===== src/rtl/ps2_key_decoder.sv =====
// PS/2 scan-code decoder: tracks E0/F0 prefixes, keeps per-key held state,
// emits one-cycle make/break pulses and queues key events in a small FIFO.
module ps2_key_decoder #(
    parameter int                    NUM_KEYS       = 8,
    parameter logic [8*NUM_KEYS-1:0] KEY_CODES      = {8'h72, 8'h75, 8'h5a, 8'h29,
                                                       8'h23, 8'h1c, 8'h1b, 8'h1d},
    parameter logic [NUM_KEYS-1:0]   KEY_EXT        = 8'b1100_0000,
    parameter int                    FIFO_DEPTH     = 4,
    parameter int                    PREFIX_TIMEOUT = 100000,
    parameter bit                    REPEAT_EVENTS  = 1'b0,
    localparam int                   IDX_W          = (NUM_KEYS > 1) ? $clog2(NUM_KEYS) : 1
) (
    input  logic                clk,
    input  logic                reset,
    input  logic                clear,
    input  logic [7:0]          rx_data,
    input  logic                rx_valid,
    output logic [NUM_KEYS-1:0] key_held,
    output logic [NUM_KEYS-1:0] key_make,
    output logic [NUM_KEYS-1:0] key_break,
    output logic                evt_valid,
    input  logic                evt_ready,
    output logic [IDX_W-1:0]    evt_index,
    output logic                evt_is_break,
    output logic                evt_overflow
);

    localparam int PTR_W = (FIFO_DEPTH > 1) ? $clog2(FIFO_DEPTH) : 1;
    localparam int CNT_W = $clog2(FIFO_DEPTH + 1);
    localparam int TO_W  = (PREFIX_TIMEOUT > 2) ? $clog2(PREFIX_TIMEOUT) : 1;
    localparam logic [TO_W-1:0]  TO_LAST = TO_W'(PREFIX_TIMEOUT - 1);
    localparam logic [CNT_W-1:0] FULL    = CNT_W'(FIFO_DEPTH);

    typedef enum logic [1:0] {S_IDLE, S_E0, S_F0, S_E0F0} state_t;

    state_t          state;
    logic [TO_W-1:0] idle_cnt;

    // Controller acks, BAT results and Pause-sequence heads carry no key meaning.
    function automatic logic is_ignored(input logic [7:0] b);
        case (b)
            8'h00, 8'hAA, 8'hE1, 8'hEE, 8'hFA, 8'hFC, 8'hFE, 8'hFF: return 1'b1;
            default: return 1'b0;
        endcase
    endfunction

    logic                ext;
    logic                brk;
    logic                is_prefix;
    logic                resolve;
    logic                hit;
    logic [IDX_W-1:0]    hit_idx;
    logic                hit_held;
    logic [NUM_KEYS-1:0] onehot;
    logic                do_make;
    logic                do_rep;
    logic                do_brk;

    always_comb begin
        ext       = (state == S_E0) || (state == S_E0F0);
        brk       = (state == S_F0) || (state == S_E0F0);
        is_prefix = ((state == S_IDLE) || (state == S_E0)) &&
                    ((rx_data == 8'hE0) || (rx_data == 8'hF0));
        resolve   = rx_valid && !is_ignored(rx_data) && !is_prefix;
        hit       = 1'b0;
        hit_idx   = '0;
        // Descending scan so the lowest matching index wins.
        for (int i = NUM_KEYS - 1; i >= 0; i--) begin
            if ((KEY_CODES[8*i +: 8] == rx_data) && (KEY_EXT[i] == ext)) begin
                hit     = 1'b1;
                hit_idx = IDX_W'(i);
            end
        end
        hit_held = key_held[hit_idx];
        onehot   = NUM_KEYS'(1) << hit_idx;
        do_make  = resolve && hit && !brk && !hit_held;
        do_rep   = resolve && hit && !brk && hit_held && REPEAT_EVENTS;
        do_brk   = resolve && hit && brk && hit_held;
    end

    always_ff @(posedge clk) begin
        if (!reset || clear) begin
            state    <= S_IDLE;
            idle_cnt <= '0;
        end else if (rx_valid) begin
            idle_cnt <= '0;
            if (is_ignored(rx_data)) begin
                state <= S_IDLE;
            end else begin
                case (state)
                    S_IDLE: begin
                        if (rx_data == 8'hE0)      state <= S_E0;
                        else if (rx_data == 8'hF0) state <= S_F0;
                        else                       state <= S_IDLE;
                    end
                    S_E0: begin
                        if (rx_data == 8'hF0)      state <= S_E0F0;
                        else if (rx_data == 8'hE0) state <= S_E0;
                        else                       state <= S_IDLE;
                    end
                    default: state <= S_IDLE;
                endcase
            end
        end else if (state != S_IDLE) begin
            // A prefix left dangling (e.g. lost byte) must not taint later codes.
            if (idle_cnt == TO_LAST) begin
                state    <= S_IDLE;
                idle_cnt <= '0;
            end else begin
                idle_cnt <= idle_cnt + 1'b1;
            end
        end else begin
            idle_cnt <= '0;
        end
    end

    always_ff @(posedge clk) begin
        if (!reset || clear) begin
            key_held  <= '0;
            key_make  <= '0;
            key_break <= '0;
        end else begin
            key_make  <= do_make ? onehot : '0;
            key_break <= do_brk  ? onehot : '0;
            if (do_make)     key_held <= key_held | onehot;
            else if (do_brk) key_held <= key_held & ~onehot;
        end
    end

    logic [IDX_W:0]   mem [FIFO_DEPTH];
    logic [PTR_W-1:0] wr_ptr;
    logic [PTR_W-1:0] rd_ptr;
    logic [PTR_W-1:0] rd_nxt;
    logic [CNT_W-1:0] count;
    logic [CNT_W-1:0] count_nxt;
    logic [IDX_W:0]   push_data;
    logic [IDX_W:0]   head_nxt;
    logic             push_req;
    logic             push;
    logic             pop;
    logic             drop;
    logic             full;

    always_comb begin
        push_req  = do_make || do_rep || do_brk;
        push_data = {do_brk, hit_idx};
        pop       = evt_valid && evt_ready;
        full      = (count == FULL);
        push      = push_req && (!full || pop);
        drop      = push_req && full && !pop;
        rd_nxt    = pop ? rd_ptr + 1'b1 : rd_ptr;
        count_nxt = count;
        if (push && !pop)      count_nxt = count + 1'b1;
        else if (!push && pop) count_nxt = count - 1'b1;
        // The entry being written this cycle becomes head when the queue was (or goes) empty.
        head_nxt  = (push && (rd_nxt == wr_ptr)) ? push_data : mem[rd_nxt];
    end

    always_ff @(posedge clk) begin
        if (push) mem[wr_ptr] <= push_data;
    end

    always_ff @(posedge clk) begin
        if (!reset || clear) begin
            wr_ptr       <= '0;
            rd_ptr       <= '0;
            count        <= '0;
            evt_valid    <= 1'b0;
            evt_index    <= '0;
            evt_is_break <= 1'b0;
            evt_overflow <= 1'b0;
        end else begin
            if (push) wr_ptr <= wr_ptr + 1'b1;
            rd_ptr    <= rd_nxt;
            count     <= count_nxt;
            evt_valid <= (count_nxt != '0);
            if (count_nxt != '0) {evt_is_break, evt_index} <= head_nxt;
            if (drop) evt_overflow <= 1'b1;
        end
    end

endmodule


===== config.mk =====
export PLATFORM = sky130hd
export DESIGN_NAME = ps2_key_decoder
export DESIGN_NICKNAME = d
export VERILOG_FILES = /design/src/rtl/ps2_key_decoder.sv
export SDC_FILE = /design/constraint.sdc
export NUM_CORES = 1
export LEC_CHECK = 0
export CORE_MARGIN = 1.5
export CORE_UTILIZATION = 45
export DETAILED_ROUTE_END_ITERATION = 10
export PLACE_DENSITY = 0.69
export SYNTH_ARGS = -nofsm -noshare
export SYNTH_HDL_FRONTEND = slang
export SYNTH_SLANG_ARGS = --single-unit

===== constraint.sdc =====
create_clock -name clk -period 2.9 [get_ports clk]
set_clock_uncertainty 0.05 [all_clocks]
set_input_delay 0.29 -clock clk [delete_from_list [all_inputs] [get_ports clk]]
set_output_delay 0.29 -clock clk [all_outputs]
set_load 0.02 [all_outputs]

==> results.py, run 1 <==
metrics = {
    "place": {
        "gp_congestion": 0.868,
        "io_buffers": 42,
        "place_hpwl_mm": 6.25,
        "pre_cts_slack_ps": -684,
        "dp_cells": 546,
    },
    "worst_setup_path": {
        "reg2reg_slack_ps": -70,
        "cp.required_ps": 3080,
        "end_kind": "flop",
        "crit_family": "simple AND/OR/NAND/NOR gates",
        "crit_buf_inv": 1,
        "critPathArrivalTime_ps": 3150,
        "ff2ff_path_depth": 10,
        "cp.depth": 10,
        "critPathSlowestCell": "or4_4",
        "cp_cell_sequence": "or4b_4 -> or4_4 -> nand4_4 -> mux2i_4 -> a32oi_4 -> a21oi_4 -> nor2_4 -> buf_4 -> o311ai_1 -> a21oi_1",
        "start_kind": "flop",
        "criticalPathCategory": "flop to flop",
        "cpPeakStageDelay_ps": 540,
        "cp_max_fo": 7,
    },
    "clocking": {
        "clockBufferDepth": 2,
        "cts_made_buffers": 9,
        "cts_sinks": 72,
        "clkTransAtPathRegs_ps": 80,
        "ctsHoldBuffers": 0,
        "h-tree-depth": 3,
        "root_buffer": "clkbuf_8",
        "clock_latency_ps": 340,
        "cts_tree": "built",
    },
    "die": {
        "die_h_um": 91.3,
        "die_w_um": 91.3,
        "die_area_um2": 8340,
        "ioPinCount": 43,
        "rows": 32,
        "fp.coreArea_um2": 7650,
        "start_util_pct": 45.9,
    },
    "power_and_ir_drop": {
        "p_clk_share_pct": 43.3,
        "sw_frac_of_total_pct": 21.8,
        "power.share.sequential_pct": 51.0,
        "combPwrFrac_pct": 5.7,
        "ir_worst_vdd_mv": 0.349,
        "power_mw": 2.00,
        "p_sw_mw": 0.437,
        "internal-power_mw": 1.57,
        "leakage_nw": 1.70,
        "power_density_nw_per_um2": 421,
    },
    "layout": {
        "fillers": 616,
        "diodes": 0,
        "final_util_pct": 62.2,
        "area_delta_synth_final_pct": 35.5,
        "instances_no_fill": 564,
        "fin_nets": 478,
        "drive_above_1_share_pct": 22.7,
    },
    "routing": {
        "drt_iter0_drc": 161,
        "totalWireLength_mm": 8.46,
        "viasPerCell": 5.47,
        "first_pass_iters": 4,
        "routedWlPerCell_um": 15.0,
        "drtAntennaViolNets": 0,
        "vias": 3086,
        "drc": 0,
    },
    "synth": {
        "yosysWarningCount": 0,
        "syn-cell-area_um2": 3510,
        "yosysSeqAreaShare_pct": 45.6,
        "synth_enable_flop_cells": 16,
        "synth-seq-cells": 72,
        "synth.avg_cell_area_um2": 9.51,
        "synth_cells": 369,
        "syn-num-nets": 390,
        "synth-main-ff-cell": "dfxtp_1",
        "ys_types": 65,
        "synthArstFlopShare_pct": 0,
        "synth_top_cell_area_share_pct": 31.9,
        "synth_top_area_cell": "dfxtp_1",
        "yosys-top-cells-area": "dfxtp_1, edfxtp_1, nor2_1",
    },
    "outcome": {
        "status": "finished, violations left",
        "failed_checks": "negative setup slack",
    },
    "timing": {
        "finalHoldViolations": 0,
        "setup_viol": 23,
        "tightest_slew_ps": 1170,
        "finalWorstSetupSlack_ps": -68.9,
        "rsz0062_at_grt": "yes",
        "fin_setup_tns_ps": -943,
        "slew_violations": 0,
        "fmax_mhz": 337,
        "max_slew_margin_pct": 21.8,
        "fin_crit_ps": 2970,
        "min_period_over_period_pct": 102,
    },
    "global_routing": {
        "antenna_found_initial": 0,
        "grt_usage_pct": 21.2,
        "grt_overflow": 0,
        "grt_pass1_vias": 2966,
        "grt_pass1_wl_mm": 13.9,
        "grt_max_degree": 18,
    },
    "hold_path": {
        "whs_path_depth": 2,
        "hold_path_class": "flop to flop",
    },
    "job": {
        "drv_cap": 0,
    },
}
## cell usage in the layout, fill, tap and decap left out, drive strengths merged, types with 2 or more instances in the layout
cell	n
a21oi	22
and2	5
a41oi	2
or4	5
xnor2	8
o22ai	4
nand2	22
dfxtp	56
nor2	48
dlygate4sd2	3
o311ai	3
a32oi	2
ha	8
nand3	21
or3	5
nor3	3
nor4b	3
nor2b	2
clkinv	4
nand4	6
a31oi	3
a21o	3
or2	4
o211ai	2
a21boi	3
edfxtp	16
nor4	5
inv	10
nand2b	10
clkbuf	10
mux2i	10
bufinv	2
o21ai	12
xor2	14
mux4	4
mux2	2
buf	53
and4b	2
clkdlybuf4s50	39
and3	9
## layer usage
layer | track usage [%] | part of all wire [%]
met2 | 34.2 | 49
met4 | 8.07 | 1.2
met3 | 5.44 | 5.2
met1 | 27.2 | 45
met5 | 0 | 0
## cell type report
type | count | area (µm²) | share of cell area [%]
Sequential cell | 72 | 1600 | 33.7
Clock buffer | 10 | 128 | 2.68
Clock inverter | 6 | 91.3 | 1.92
Inverter | 10 | 42.5 | 0.895
Timing Repair Buffer | 95 | 831 | 17.5
Tap cell | 102 | 128 | 2.68
Multi-Input combinational cell | 269 | 1930 | 40.7
## power groups by stage
stage	clock (mW)	sequential (mW)	combinational, mW
6_report	0.869	1.02	0.114
5_1_grt	0.940	1.02	0.123
4_1_cts	0.889	1.02	0.110
3_5_place_dp	0	1.04	0.109
3_3_place_gp	0	1.04	0.108
2_1_floorplan	0	1.05	0.0515
## cell families after synthesis
group / Yosys count / share of synthesized area (%)
AO/OA/AOI/OAI: 65 / 12.4
XOR/XNOR: 22 / 5.49
adder cells (fa/ha/maj): 8 / 2.85
buffers and inverters: 28 / 3.14
flip-flops: 72 / 45.6
multiplexers: 16 / 6.17
AND/OR/NAND/NOR: 158 / 24.3
## path summary, 6_finish.rpt
| kind | startpoint | to |
|---|---|---|
| worst max-delay path | state[0]$_SDFFE_PP0P_ | evt_index[2]$_SDFFE_PP0P_ |
| worst min-delay path | evt_is_break$_SDFFE_PP0P_ | evt_is_break$_SDFFE_PP0P_ |
| worst max register to register | state[0]$_SDFFE_PP0P_ | evt_index[2]$_SDFFE_PP0P_ |
| worst min register to register | evt_is_break$_SDFFE_PP0P_ | evt_is_break$_SDFFE_PP0P_ |
## cell usage after synthesis, types with 2 or more instances
cell,n
inv_1,9
o211ai_1,2
o22ai_1,4
clkbuf_1,14
nor3_1,3
a41oi_1,2
dfxtp_1,56
a21boi_1,2
or2_2,4
nand2_1,22
a31oi_1,3
or4_1,4
nor2_1,47
and2_1,5
nand4_1,5
buf_2,3
ha_1,8
xor2_1,14
or3_1,5
nor4_1,5
nand3_1,20
and4b_1,2
o21ai_0,11
nor4b_1,3
and3_1,9
a21oi_1,21
mux2i_1,10
a21o_1,3
edfxtp_1,16
nand2b_1,10
nor2b_1,2
xnor2_1,8
mux4_2,4
o311ai_0,2
## stage by stage
step | instance area, µm² | hold WS, ps
5_1_grt | 4760 | 455
4_1_cts | 4700 | 421
2_1_floorplan | 3580 | 403
3_5_place_dp | 4440 | 408
3_3_place_gp | 4440 | 398
6_report | 4760 | 418
## worst min-delay path: stages (launching register included)
cell and delay (ps):
dfxtp_1 320, nand2_1 50, mux2i_1 50
## timing repair
action	in CTS	in global routing
buffers inserted	1	1
pin swaps	7	9
endpoints found under the setup margin	35	43
gates resized for setup	10	12
(Power assumes the default switching activity.)
==> run 2: changes to the inputs <==
- CORE_MARGIN: 1.5 -> 2
- GPL_ROUTABILITY_DRIVEN: default -> 0
- TNS_END_PERCENT: default -> 10
==> run 2 against run 1 <==
Critical path type unchanged. Non-clock buffer count rose by 2. Highest routed layer unchanged. The flow still finishes with violations (negative setup slack). Hold slack got worse by 2.4 ps. Die area rose by 2.2%.
==> results.py, run 2 (synthesis gave the netlist of run 1 again) <==
metrics = {
    "timing": {
        "finalWorstSetupSlack_ps": -94.8,
        "fmax_mhz": 334,
        "fin_setup_tns_ps": -1730,
        "fin_crit_ps": 2990,
        "max_slew_margin_pct": 50.5,
        "tightest_slew_ps": 738,
        "finalHoldViolations": 0,
        "slew_violations": 0,
        "min_period_over_period_pct": 103,
        "rsz0062_at_grt": "yes",
        "setup_viol": 24,
    },
    "power_and_ir_drop": {
        "leakage_nw": 1.69,
        "sw_frac_of_total_pct": 23.1,
        "power_mw": 1.87,
        "p_sw_mw": 0.432,
        "p_clk_share_pct": 39.4,
        "ir_worst_vdd_mv": 0.335,
        "power_density_nw_per_um2": 397,
        "combPwrFrac_pct": 5.9,
        "internal-power_mw": 1.44,
        "power.share.sequential_pct": 54.7,
    },
    "global_routing": {
        "grt_pass1_vias": 2894,
        "antenna_found_initial": 0,
        "grt_max_degree": 18,
        "grt_pass1_wl_mm": 13.7,
        "grt_usage_pct": 20.7,
        "grt_overflow": 0,
    },
    "die": {
        "start_util_pct": 45.9,
        "die_w_um": 92.3,
        "rows": 32,
        "ioPinCount": 43,
        "die_h_um": 92.3,
        "die_area_um2": 8520,
        "fp.coreArea_um2": 7650,
    },
    "clocking": {
        "cts_sinks": 72,
        "cts_tree": "built",
        "clock_latency_ps": 350,
        "cts_made_buffers": 9,
        "clkTransAtPathRegs_ps": 80,
        "clockBufferDepth": 2,
        "h-tree-depth": 3,
        "root_buffer": "clkbuf_8",
    },
    "job": {
        "drv_cap": 0,
    },
    "routing": {
        "first_pass_iters": 4,
        "vias": 3025,
        "routedWlPerCell_um": 14.9,
        "viasPerCell": 5.34,
        "drc": 0,
        "drtAntennaViolNets": 0,
        "totalWireLength_mm": 8.42,
        "drt_iter0_drc": 144,
    },
    "layout": {
        "fillers": 636,
        "layout_commonest_cell": "dfxtp_1",
        "instances_no_fill": 566,
        "drive_above_1_share_pct": 22.0,
        "register_area_um2": 1600,
        "multi_input_area_um2": 1900,
        "area_delta_synth_final_pct": 33.9,
        "layout_common_cells": "dfxtp_1, buf_4, nor2_1, clkdlybuf4s50_1, nand2_1",
        "final_util_pct": 61.5,
        "diodes": 0,
        "fin_nets": 480,
    },
    "worst_setup_path": {
        "cp.required_ps": 2910,
        "start_kind": "flop",
        "cp_max_fo": 6,
        "end_kind": "flop",
        "critPathArrivalTime_ps": 3000,
        "criticalPathCategory": "flop to flop",
    },
    "place": {
        "dp_cells": 549,
        "place_hpwl_mm": 6.29,
        "io_buffers": 42,
        "pre_cts_slack_ps": -669,
    },
    "hold_path": {
        "hold_path_class": "flop to flop",
    },
    "outcome": {
        "failed_checks": "negative setup slack",
        "status": "finished, violations left",
    },
}
==> run 2: worst paths after layout <==
| path | startpoint | endpoint | slack, ps | cells after the start |
|---|---|---|---|---|
| worst min register to register | evt_overflow$_SDFFE_PP0P_ | evt_overflow$_SDFFE_PP0P_ | 420 | 1 |
| worst min-delay path | evt_overflow$_SDFFE_PP0P_ | evt_overflow$_SDFFE_PP0P_ | 420 | 1 |
| worst max-delay path | state[0]$_SDFFE_PP0P_ | mem[0][1]$_DFFE_PP_ | -90 | 8 |
| worst max register to register | state[0]$_SDFFE_PP0P_ | mem[0][1]$_DFFE_PP_ | -90 | 8 |
==> run 2: metal layers <==
metal | vias up | track usage (%) | part of all wire [%]
met4 | 0 | 6.22 | 0.65
met3 | 6 | 4.72 | 4.7
met5 | - | 0 | 0
met2 | 81 | 35.3 | 49
li1 | 1515 | - | -
met1 | 1423 | 26.1 | 46
==> run 2: power groups by stage <==
stage / clock [mW] / sequential [mW] / combinational [mW]
finish: 0.736 / 1.02 / 0.110
CTS: 0.750 / 1.02 / 0.108
global route: 0.791 / 1.02 / 0.119
global placement: 0 / 1.04 / 0.106
floorplan: 0 / 1.05 / 0.0514
detailed placement: 0 / 1.04 / 0.108
==> run 2: worst max-delay path: stages, from the launching register on <==
cell      delay, ps
dfxtp_2         330
or4b_4          540
or4_4           510
nand4_4         150
mux2i_4         260
a32oi_4         170
a21bo_2         250
a21boi_4        210
and3_4          250
==> run 2: timing repair <==
action	in CTS	in global routing
gates resized for setup	9	5
pin swaps	9	4
hold buffers	0	0
buffers inserted	1	0
setup endpoints to repair	37	42
gates cloned	0	0
==> run 2: per-stage QoR <==
stage,hold slack (ps),instance area (µm²)
after floorplan,403,3580
after global placement,396,4460
after detailed placement,402,4460
after CTS,421,4670
after global routing,440,4700
final,416,4700
==> run 2: layout make-up <==
type                    instances  area share (%)
inverters                      10           0.905
flip-flops and latches         72            34.1
clock buffers                  12            3.30
multi-input cells             269            40.4
well taps                     102            2.72
repair buffers                 97            18.0
clock inverters                 4           0.612
